--- config.mk ---
export PLATFORM = sky130hd
export DESIGN_NAME = spi_reg_master
export DESIGN_NICKNAME = d
export VERILOG_FILES = /design/src/rtl/spi_reg_master.sv
export SDC_FILE = /design/constraint.sdc
export NUM_CORES = 1
export LEC_CHECK = 0
export CAP_MARGIN = 20
export CORE_UTILIZATION = 49
export DETAILED_ROUTE_END_ITERATION = 8
export GPL_TIMING_DRIVEN = 1
export PLACE_DENSITY = 0.76
export SYNTH_ARGS = -nofsm -noshare
export SYNTH_HDL_FRONTEND = slang
export SYNTH_SLANG_ARGS = --single-unit
export TNS_END_PERCENT = 30
--- constraint.sdc ---
create_clock -name clk -period 4.7 [get_ports clk]
set_clock_uncertainty 0.05 [all_clocks]
set_input_delay 1.175 -clock clk [delete_from_list [all_inputs] [get_ports clk]]
set_output_delay 1.175 -clock clk [all_outputs]
set_load 0.01 [all_outputs]
--- src/rtl/spi_reg_master.sv ---
// spi_reg_master -- SPI mode-0 master issuing single register transactions.
//
// Frame: RnW bit, ASZ-bit address, DSZ-bit data, all MSB first. SCK is
// derived from clk (CLK_DIV clk cycles per half period). Chip-select setup,
// hold and idle gaps are enforced, and on reads the high phase of the last
// address bit is stretched by RD_GAP cycles so the slave can fetch the word.
//
// Optional feature macro: SPI_REG_MASTER_MISO_SYNC_EN
//   defined   : spi_miso passes a 2-flop synchronizer and is sampled on the
//               last cycle of each HIGH phase (needs CLK_DIV >= 2).
//   undefined : spi_miso is sampled directly on the HIGH entry cycle.
//
// Ports:
//   clk, rst             clock; asynchronous active-high reset
//   start, rnw, addr,    transaction request (accepted only when busy = 0)
//   wdata
//   busy                 high from the cycle after accept until idle gap ends
//   done                 one-cycle pulse at frame end (first ncs-high cycle)
//   rdata                read data, updated at done of a read
//   spi_sck, spi_mosi,   SPI bus (sck idles low, ncs active low)
//   spi_miso, spi_ncs
module spi_reg_master #(
  parameter int ASZ      = 7,
  parameter int DSZ      = 32,
  parameter int CLK_DIV  = 2,
  parameter int CS_SETUP = 2,
  parameter int RD_GAP   = 8,
  parameter int CS_HOLD  = 8,
  parameter int CS_IDLE  = 2
) (
  input  logic           clk,
  input  logic           rst,
  input  logic           start,
  input  logic           rnw,
  input  logic [ASZ-1:0] addr,
  input  logic [DSZ-1:0] wdata,
  output logic           busy,
  output logic           done,
  output logic [DSZ-1:0] rdata,
  output logic           spi_sck,
  output logic           spi_mosi,
  input  logic           spi_miso,
  output logic           spi_ncs
);

  localparam int FL   = 1 + ASZ + DSZ;
  localparam int BW   = $clog2(FL + 1);
  localparam int M1   = (CLK_DIV > CS_SETUP) ? CLK_DIV : CS_SETUP;
  localparam int M2   = (M1 > RD_GAP) ? M1 : RD_GAP;
  localparam int M3   = (M2 > CS_HOLD) ? M2 : CS_HOLD;
  localparam int TMAX = (M3 > CS_IDLE) ? M3 : CS_IDLE;
  // The timer counts down from (phase length - 1) to 0.
  localparam int TW   = (TMAX > 1) ? $clog2(TMAX) : 1;

  localparam logic [TW-1:0] T_DIV   = TW'(CLK_DIV - 1);
  localparam logic [TW-1:0] T_SETUP = TW'(CS_SETUP - 1);
  localparam logic [TW-1:0] T_GAP   = TW'((RD_GAP > 0) ? RD_GAP - 1 : 0);
  localparam logic [TW-1:0] T_HOLD  = TW'(CS_HOLD - 1);
  localparam logic [TW-1:0] T_IDLE  = TW'(CS_IDLE - 1);

  localparam logic [BW-1:0] B_LAST_ADDR  = BW'(ASZ);
  localparam logic [BW-1:0] B_FIRST_DATA = BW'(ASZ + 1);
  localparam logic [BW-1:0] B_LAST       = BW'(FL - 1);

  typedef enum logic [2:0] {IDLE, SETUP, LOW, HIGH, GAP, HOLD, DESEL} state_t;

  state_t          state_reg, state_next;
  logic [TW-1:0]   timer_reg, timer_next;
  logic [BW-1:0]   bit_reg, bit_next;
  logic [FL-1:0]   shift_reg, shift_next;
  logic            read_reg, read_next;
  logic [DSZ-1:0]  rx_reg;
  logic            done_next;
  logic            timer_zero;
  logic            sample_en;
  logic            miso_bit;
  logic            sel_next;

  assign timer_zero = (timer_reg == '0);

`ifdef SPI_REG_MASTER_MISO_SYNC_EN
  logic [1:0] miso_sync_reg;

  always_ff @(posedge clk or posedge rst) begin
    if (rst) miso_sync_reg <= 2'b00;
    else     miso_sync_reg <= {miso_sync_reg[0], spi_miso};
  end

  assign miso_bit  = miso_sync_reg[1];
  // Last HIGH cycle: gives the synchronizer time to settle after the fall.
  assign sample_en = (state_reg == HIGH) && timer_zero;
`else
  assign miso_bit  = spi_miso;
  // HIGH entry cycle: the timer was just loaded with T_DIV.
  assign sample_en = (state_reg == HIGH) && (timer_reg == T_DIV);
`endif

  always_comb begin
    state_next = state_reg;
    timer_next = timer_reg;
    bit_next   = bit_reg;
    shift_next = shift_reg;
    read_next  = read_reg;
    done_next  = 1'b0;
    if (state_reg != IDLE && !timer_zero) begin
      timer_next = timer_reg - 1'b1;
    end
    case (state_reg)
      IDLE: begin
        if (start) begin
          // Data field is zeroed on reads so MOSI stays low during data bits.
          shift_next = {rnw, addr, (rnw ? {DSZ{1'b0}} : wdata)};
          read_next  = rnw;
          bit_next   = '0;
          timer_next = T_SETUP;
          state_next = SETUP;
        end
      end
      SETUP: begin
        if (timer_zero) begin
          timer_next = T_DIV;
          state_next = LOW;
        end
      end
      LOW: begin
        if (timer_zero) begin
          timer_next = T_DIV;
          state_next = HIGH;
        end
      end
      HIGH: begin
        if (timer_zero) begin
          if (read_reg && (bit_reg == B_LAST_ADDR) && (RD_GAP > 0)) begin
            timer_next = T_GAP;
            state_next = GAP;
          end else if (bit_reg != B_LAST) begin
            // Shift on the way into LOW so MOSI only moves while SCK is low.
            shift_next = shift_reg << 1;
            bit_next   = bit_reg + 1'b1;
            timer_next = T_DIV;
            state_next = LOW;
          end else begin
            timer_next = T_HOLD;
            state_next = HOLD;
          end
        end
      end
      GAP: begin
        if (timer_zero) begin
          shift_next = shift_reg << 1;
          bit_next   = bit_reg + 1'b1;
          timer_next = T_DIV;
          state_next = LOW;
        end
      end
      HOLD: begin
        if (timer_zero) begin
          done_next  = 1'b1;
          timer_next = T_IDLE;
          state_next = DESEL;
        end
      end
      DESEL: begin
        if (timer_zero) begin
          state_next = IDLE;
        end
      end
      default: state_next = IDLE;
    endcase
  end

  assign sel_next = (state_next != IDLE) && (state_next != DESEL);

  // Bus outputs are registered from the next-state decode so they are
  // glitch-free and still change in the same cycle the state does.
  always_ff @(posedge clk or posedge rst) begin
    if (rst) begin
      state_reg <= IDLE;
      timer_reg <= '0;
      bit_reg   <= '0;
      shift_reg <= '0;
      read_reg  <= 1'b0;
      rx_reg    <= '0;
      rdata     <= '0;
      busy      <= 1'b0;
      done      <= 1'b0;
      spi_sck   <= 1'b0;
      spi_ncs   <= 1'b1;
      spi_mosi  <= 1'b0;
    end else begin
      state_reg <= state_next;
      timer_reg <= timer_next;
      bit_reg   <= bit_next;
      shift_reg <= shift_next;
      read_reg  <= read_next;
      if (sample_en && read_reg && (bit_reg >= B_FIRST_DATA)) begin
        rx_reg <= {rx_reg[DSZ-2:0], miso_bit};
      end
      if (done_next && read_reg) begin
        rdata <= rx_reg;
      end
      busy     <= (state_next != IDLE);
      done     <= done_next;
      spi_sck  <= (state_next == HIGH) || (state_next == GAP);
      spi_ncs  <= !sel_next;
      spi_mosi <= sel_next && shift_next[FL-1];
    end
  end

endmodule
==> summary.txt, run 1 <==
Timing
  – Hold_ws: 0.441 ns
  – Achievable Freq: 0.353 GHz
  – RSZ-0062 raised after global routing: false
  – Period minus WS final: 2.83 ns
  – Slew Limit Headroom: 45.7%
  – Setup TNS: 0 ns
  – Setup-failing EPs final: 0
  – Slew Limit Fails: 0
  – Worst Max-Slew Pin Slew: 0.815 ns
  – Final hold violations: 0
  – Final period util: 60.2%

Power
  – PD cells: 348 mW/mm^2
  – Leakage: 3.19 nW
  – Final Power: 2.43 mW
  – Max VDD drop: 0.000258 V

Global route
  – Global-route usage over all layers: 19.4%
  – Largest net degree at the start of global routing: 67
  – Initial antenna violation count: 0
  – First-pass GRT wire length: 17700 um
  – GRT overflow: 0
  – Number of global-route vias before repair: 3575

Cells and area
  – Growth of design area from synthesis to finish: 26.7%
  – Commonest non-fill, non-tap cells in the layout: dfrtp_1, clkdlybuf4s50_1, mux2_1
  – Post-layout util: 64.2%
  – Post-layout instance count excluding filler cells: 664
  – Leading cell type in the layout, fill and taps excluded: dfrtp_1
  – Max reg flops: 40
  – Share of layout cells above drive strength 1: 19.8%
  – Filler cells: 845
  – # diodes: 0
  – Final net count: 560

Floorplan
  – Die extent in x: 108 um
  – Row count: 38
  – # IOs: 81
  – Die Area: 0.0117 sq mm
  – Core footprint: 0.0109 sq mm
  – Die H: 108 um
  – Initial Util: 50.7%

CTS
  – Setup bufs post-CTS: 0
  – CTS sink count: 122
  – Cts hold-fix bufs: 0
  – Clock Tree Buf Depth: 2
  – Resized Gates After CTS: 0
  – CTS tree: done
  – Clock Tree Root: clkbuf_8
  – TritonCTS buffer count: 17
  – Worst-skew pair later-pin latency: 0.50 ns
  – Clk pin slew, worst setup/hold paths: 0.06 ns
  – # H-tree levels: 4

Route
  – # DRC: 0
  – Post-route ant nets: 0
  – DRT iter0 DRCs: 174
  – Vias/cell: 5.43
  – Vias: 3604
  – Routed len/inst: 15.5 um
  – Post-Route WL: 10300 um
  – Drt pass-1 iters: 6

Logic synthesis
  – Syn nets: 481
  – Post-synth top area share: 54.9%
  – Yosys cell types: 52
  – Post-synthesis sequential area ratio: 55.4%
  – Top area cells in the synthesized netlist: dfrtp_1, mux2_1, a22oi_2
  – Number of synthesized flops with an enable pin: 0
  – Yosys reg bits: 122
  – Syn Std Cell Area: 0.00552 sq mm
  – Syn_area_per_cell: 12.8 sq um
  – Main synth FF type: dfrtp_1
  – Synth area leader: dfrtp_1
  – Synth Warn #: 0
  – Syn Inst Count: 432
  – Async set-reset flop share out of synthesis: 100%

Worst setup path
  – Worst setup path endpoint: shift_reg[14]
  – CP Data Required Time: 5.08 ns
  – Reg2Reg Depth: 7
  – Critical path arrival: 3.21 ns
  – Setup crit start: start
  – CP max FO: 21
  – CP Capture Type: flop
  – CP startpoint kind: primary input
  – R2R Path End: shift_reg[14]
  – R2r startpoint: state_reg[1]
  – Critical path class: primary input to flop
  – Setup slack, reg-to-reg: 2.10 ns

Placed design
  – Placed insts: 632
  – Post-DP HPWL: 6640 um
  – Final GP Congestion: 0.812
  – Buffers added on ports: 80

Run status
  – Status: finished, final reports clean

Hold path
  – Worst Hold Class: flop to flop

Job
  – Max-cap violation count: 0
report_power, final:
part / internal, mW / switching, mW
Combinational: 0.0336 / 0.0294
Sequential: 1.05 / 0
Clock: 0.823 / 0.493
worst min-delay path by stage:
stage | from | end | slack, ns | depth (start not counted)
after floorplan | shift_reg[0] | shift_reg[1] | 0.41 | 2
after global placement | rdata[16] | rdata[16] | 0.42 | 1
after detailed placement | rdata[10] | rdata[10] | 0.43 | 1
after CTS | rdata[10] | rdata[10] | 0.44 | 1
after global routing | rdata[0] | rdata[0] | 0.46 | 1
final | rdata[10] | rdata[10] | 0.44 | 1
routing by layer:
metal | vias up | GRT usage [%] | routed length [um]
met5 | - | 0 | 0
met4 | 0 | 6.46 | 47
met3 | 6 | 3.86 | 346
met2 | 84 | 31.3 | 5080
met1 | 1806 | 26.3 | 4820
li1 | 1708 | - | -
layout make-up:
class | count | area, sq um | area share, %
clock inverters | 14 | 188 | 2.69
well taps | 140 | 175 | 2.51
clock buffers | 18 | 418 | 5.98
repair buffers | 88 | 886 | 12.7
flip-flops and latches | 122 | 3050 | 43.7
multi-input cells | 269 | 2220 | 31.7
inverters | 13 | 51.3 | 0.734
cells in the mapped netlist, types with 5 or more instances:
cell type  instances
o21ai_1            6
buf_2              5
mux2_1            60
dfrtp_1          121
inv_1             12
nor2b_1            7
o21ai_0           12
o21ai_2            8
nand2_1           38
mux2_2             6
a22oi_2           36
nand3_1           35
nor2_1             7
ha_1               5
clkbuf_1           8
buf_4              8
a21oi_1            6
critical path, stage by stage:
cell	delay, ns
clkdlybuf4s50_1	0.54
and2_1	0.14
buf_4	0.21
nor2b_4	0.62
buf_4	0.35
a22oi_2	0.08
nand2_1	0.09
logic make-up after synthesis:
group	count (synthesis)	synth area share, %
flip-flops	122	55.4
buffers and inverters	41	4.83
adder cells (fa/ha/maj)	5	1.13
AND/OR/NAND/NOR	110	10.2
multiplexers	66	13.5
AO/OA/AOI/OAI	88	15.0
per-stage QoR:
stage / area [sq um] / setup WS (ns)
after floorplan: 5520 / 0.234
after detailed placement: 6380 / 1.37
final: 6990 / 1.87
after global placement: 6380 / 1.41
after CTS: 6990 / 1.90
after global routing: 6990 / 1.80
(Power assumes the default switching activity.)
==> inputs of run 2 (changes only) <==
Clock period 4.7 ns to 2.46 ns, I/O delays scaled along.
==> summary.txt, run 2 (same netlist as run 1, synthesis figures left out) <==
Worst setup path
  – CP Capture Type: flop
  – CP Data Required Time: 2.85 ns (-2.23 ns)
  – Setup crit start: bit_reg[0]
  – CP startpoint kind: flop
  – R2r startpoint: bit_reg[0]
  – Critical path arrival: 2.63 ns (-0.58 ns)
  – Critical path class: flop to flop
  – CP max FO: 32 (+52%)

Placed design
  – Buffers added on ports: 80 (unchanged)
  – Final GP Congestion: 0.822 (+1.3%)
  – Post-DP HPWL: 7020 um (+5.7%)

Cells and area
  – Commonest non-fill, non-tap cells in the layout: dfrtp_1, clkdlybuf4s50_1, mux2_1
  – Max reg flops: 40 (unchanged)
  – Growth of design area from synthesis to finish: 28.4%
  – Share of layout cells above drive strength 1: 20.9% (+1.1 points)
  – # diodes: 0 (unchanged)
  – Leading cell type in the layout, fill and taps excluded: dfrtp_1
  – Final net count: 566 (+1.1%)
  – Post-layout util: 65.0% (+0.85 points)

Route
  – # DRC: 0 (unchanged)
  – Met2 WL post-DR: 5210 um (+2.7%)
  – Vias: 3690 (+2.4%)
  – Post-route ant nets: 0 (unchanged)
  – DRT iter0 DRCs: 166 (-4.6%)
  – Post-Route WL: 10700 um (+3.8%)
  – Met3 wire len: 436 um (+26%)
  – Drt pass-1 iters: 4 (-2)
  – Wl on met1: 4870 um (+1.1%)
  – Highest metal used: met4
  – Routed len/inst: 15.9 um (+2.9%)
  – Vias/cell: 5.51 (+1.5%)

Power
  – PD cells: 656 mW/mm^2 (+89%)
  – Leakage: 3.24 nW (+1.6%)
  – Max VDD drop: 0.000448 V (+73%)

Timing
  – RSZ-0062 raised after global routing: false
  – Worst Max-Slew Pin Slew: 0.570 ns (-0.245 ns)
  – Final hold violations: 0 (unchanged)
  – Achievable Freq: 0.446 GHz
  – Slew Limit Headroom: 62.0% (+16 points)
  – Period minus WS final: 2.24 ns
  – Setup-failing EPs final: 0 (unchanged)
  – Final period util: 91.1%
  – Setup TNS: 0 ns (unchanged)
  – Slew Limit Fails: 0 (unchanged)

CTS
  – # H-tree levels: 4 (unchanged)
  – TritonCTS buffer count: 17 (unchanged)
  – Clock Tree Root: clkbuf_8
  – Worst-skew pair later-pin latency: 0.51 ns (about the same)
  – Setup bufs post-CTS: 0 (unchanged)
  – Clk pin slew, worst setup/hold paths: 0.06 ns (about the same)
  – CTS tree: done
  – CTS sink count: 122 (unchanged)
  – Clock Tree Buf Depth: 2 (unchanged)
  – Cts hold-fix bufs: 0 (unchanged)

Floorplan
  – Initial Util: 50.7% (unchanged)
  – Die H: 108 um (unchanged)
  – Die extent in x: 108 um (unchanged)
  – Core footprint: 0.0109 sq mm (unchanged)
  – # IOs: 81 (unchanged)
  – Row count: 38 (unchanged)
  – Die Area: 0.0117 sq mm (unchanged)

Hold path
  – Worst Hold Class: flop to flop
  – Hold_sp: rdata[3]

Global route
  – Global-route usage over all layers: 20.2% (+0.78 points)
  – GRT overflow: 0 (unchanged)
  – Largest net degree at the start of global routing: 76 (+13%)
  – Initial antenna violation count: 0 (unchanged)
  – Number of global-route vias before repair: 3833 (+7.2%)
  – First-pass GRT wire length: 18200 um (+3.0%)

Run status
  – Status: finished, final reports clean

Job
  – Max-cap violation count: 0 (unchanged)
## run 2: cell types whose count changed in the layout (fill, tap and decap cells not counted), sizes merged
cell      change
inv           -2
clkinv        +5
clkbuf        -1
clkinvlp      -2
buf           +6
## run 2: critical path, stage by stage, from the launching register on
cell and delay [ns]:
dfrtp_1 0.41, ha_1 0.25, and4bb_1 0.29, o21ai_2 0.12, a221oi_4 0.53, buf_12 0.30, a22oi_2 0.11, nand2_1 0.10
## run 2: final timing paths
check                                     end  slack (ns)  cells past startpoint
worst max-delay path            shift_reg[24]        0.22                      7
worst min-delay path                 rdata[3]        0.44                      1
worst max register to register  shift_reg[24]        0.22                      7
worst min register to register       rdata[3]        0.44                      1
max in group asynchronous       shift_reg[17]        1.49                      3
min in group asynchronous            rdata[1]        0.49                      3
## run 2: cell type report
type | instances | area (sq um)
fill | 834 | 3810
inverter | 13 | 52.6
sequential | 122 | 3050
clock buffer | 17 | 414
clock inverter | 15 | 188
multi-input combinational | 269 | 2220
timing repair buffer | 94 | 981
tap | 140 | 175
## run 2: metal layers
metal,global-route usage [%],up-vias
met1,26.3,1835
met3,4.46,18
met5,0,-
met4,8.32,0
li1,-,1725
met2,32.6,112
## run 2: per-stage QoR
stage / area [sq um] / power (mW) / cells / setup WS [ns] / hold slack, ns
final: 7080 / 4.64 / 670 / 0.220 / 0.435
after floorplan: 5520 / 2.07 / 432 / 0.298 / 0.410
after global placement: 6470 / 2.17 / 638 / 0.198 / 0.423
after global routing: 7080 / 4.79 / 670 / 0.0922 / 0.457
after CTS: 7080 / 4.68 / 670 / 0.0602 / 0.445
after detailed placement: 6470 / 2.17 / 638 / 0.0792 / 0.431
## run 2: power breakdown
| group | switching [mW] | internal [mW] |
|---|---|---|
| sequential | 0 | 2.01 |
| clock | 0.945 | 1.56 |
| combinational | 0.0585 | 0.0686 |
| total | 1.00 | 3.64 |
## run 2: timing repair
action,in CTS,in global routing
resized for setup,0,1
endpoints found under the setup margin,0,4
hold endpoints to repair,0,0
==> inputs of run 3 (changes only) <==
Settings changed: CORE_ASPECT_RATIO set to 2, TNS_END_PERCENT 30 to 5.
==> summary.txt, run 3 (same netlist as run 1, synthesis figures left out) <==
Run status
  – Status: finished, final reports clean

CTS
  – Clock Tree Root: clkbuf_16
  – CTS sink count: 122 (unchanged)
  – Clk pin slew, worst setup/hold paths: 0.06 ns (about the same)
  – Setup bufs post-CTS: 0 (unchanged)
  – Worst-skew pair later-pin latency: 0.41 ns (-0.10 ns)
  – CTS tree: done
  – TritonCTS buffer count: 17 (unchanged)
  – # H-tree levels: 4 (unchanged)
  – Clock Tree Buf Depth: 2 (unchanged)

Cells and area
  – Area of the multi-input gates: 0.00222 sq mm (unchanged)
  – # diodes: 0 (unchanged)
  – Final net count: 566 (unchanged)
  – Post-layout util: 64.2% (-0.81 points)
  – Share of layout cells above drive strength 1: 20.9% (unchanged)
  – Commonest non-fill, non-tap cells in the layout: dfrtp_1, clkdlybuf4s50_1, mux2_1
  – Growth of design area from synthesis to finish: 27.5%
  – Max reg flops: 40 (unchanged)
  – Post-route cell area: 0.00703 sq mm (-0.72%)
  – Register Area: 0.00305 sq mm (unchanged)
  – Filler cells: 864 (+3.6%)
  – Post-layout instance count excluding filler cells: 670 (unchanged)
  – Leading cell type in the layout, fill and taps excluded: dfrtp_1

Route
  – Vias/cell: 5.53 (+0.33%)
  – Post-Route WL: 10400 um (-2.3%)
  – DRT iter0 DRCs: 113 (-32%)
  – Vias: 3702 (+0.33%)
  – Drt pass-1 iters: 4 (unchanged)
  – Routed len/inst: 15.6 um (-2.3%)
  – # DRC: 0 (unchanged)
  – Post-route ant nets: 0 (unchanged)

Power
  – Leakage: 3.20 nW (-1.2%)
  – PD cells: 632 mW/mm^2 (-3.7%)
  – Max VDD drop: 0.000672 V (+50%)

Floorplan
  – # IOs: 81 (unchanged)
  – Core footprint: 0.0109 sq mm (+0.53%)
  – Row count: 54 (+42%)
  – Initial Util: 50.4% (-0.27 points)
  – Die extent in x: 77.0 um (-29%)
  – Die H: 152 um (+41%)
  – Die Area: 0.0117 sq mm (+0.23%)

Worst setup path
  – CP Data Required Time: 2.75 ns (-0.10 ns)
  – CP startpoint kind: flop
  – CP max FO: 20 (-38%)
  – Critical path arrival: 2.48 ns (-0.15 ns)
  – Setup crit start: timer_reg[1]
  – CP Capture Type: flop
  – Critical path class: flop to flop
  – R2r startpoint: timer_reg[1]

Timing
  – Slew Limit Headroom: 66.8% (+4.8 points)
  – Final hold violations: 0 (unchanged)
  – Setup-failing EPs final: 0 (unchanged)
  – Setup WS post-layout: 0.269 ns (+0.0487 ns)
  – Slew Limit Fails: 0 (unchanged)
  – RSZ-0062 raised after global routing: false
  – Final period util: 89.1% (-2.0 points)
  – Period minus WS final: 2.19 ns (-0.0487 ns)
  – Setup TNS: 0 ns (unchanged)
  – Achievable Freq: 0.456 GHz (+2.2%)
  – Worst Max-Slew Pin Slew: 0.497 ns (-0.0724 ns)

Global route
  – First-pass GRT wire length: 18500 um (+1.6%)
  – Initial antenna violation count: 0 (unchanged)
  – Global-route usage over all layers: 19.8% (-0.40 points)
  – Number of global-route vias before repair: 3955 (+3.2%)
  – Largest net degree at the start of global routing: 69 (-9.2%)
  – GRT overflow: 0 (unchanged)

Hold path
  – Hold_sp: rdata[30]
  – Worst Hold Class: flop to flop

Placed design
  – Post-placement cell area: 0.00646 sq mm (-0.19%)
  – Placed insts: 638 (unchanged)
  – Post-DP HPWL: 7290 um (+3.9%)
  – Buffers added on ports: 80 (unchanged)
  – Place WS: 0.0498 ns (-0.0294 ns)
  – Final GP Congestion: 0.826 (+0.40%)

Job
  – Max-cap violation count: 0 (unchanged)
## run 3: power by group
part | internal (mW) | switching (mW)
Clock | 1.42 | 0.892
Combinational | 0.0675 | 0.0564
Sequential | 2.01 | 0
Total | 3.49 | 0.948
## run 3: repair_timing
item                       CTS  global route
hold buffers                 0             0
setup endpoints to repair    0             3
gates resized for setup      0             1
## run 3: worst paths after layout
| kind | to | cells past startpoint | slack [ns] |
|---|---|---|---|
| worst max-delay path | shift_reg[11] | 8 | 0.27 |
| worst min register to register | rdata[30] | 1 | 0.44 |
| min in group asynchronous | shift_reg[37] | 3 | 0.63 |
| worst max register to register | shift_reg[11] | 8 | 0.27 |
| max in group asynchronous | timer_reg[1] | 3 | 1.42 |
| worst min-delay path | rdata[30] | 1 | 0.44 |
## run 3: stage by stage
step / hold WS [ns] / power, mW
after floorplan: 0.410 / 2.07
final: 0.441 / 4.44
after global placement: 0.422 / 2.17
after detailed placement: 0.431 / 2.17
after global routing: 0.456 / 4.58
after CTS: 0.443 / 4.49
## run 3: final cells by class
| class | instances | area share [%] |
|---|---|---|
| timing repair buffer | 94 | 13.8 |
| inverter | 13 | 0.748 |
| multi-input combinational | 269 | 31.5 |
| tap | 140 | 2.49 |
| clock buffer | 18 | 6.25 |
| clock inverter | 14 | 1.76 |
| sequential | 122 | 43.4 |
## run 3: critical path: stages (launching register included)
cell and delay [ns]:
dfrtp_1 0.42, inv_1 0.10, ha_1 0.26, nand2b_1 0.23, nor2_2 0.11, a221oi_4 0.36, buf_4 0.38, a22oi_2 0.13
nand2_1 0.09
## run 3: per-layer routing
layer	global-route usage [%]	share of wire, %
met3	4.98	2.9
met4	7.73	1.8
met5	0	0
met2	34.9	55
met1	22.6	40
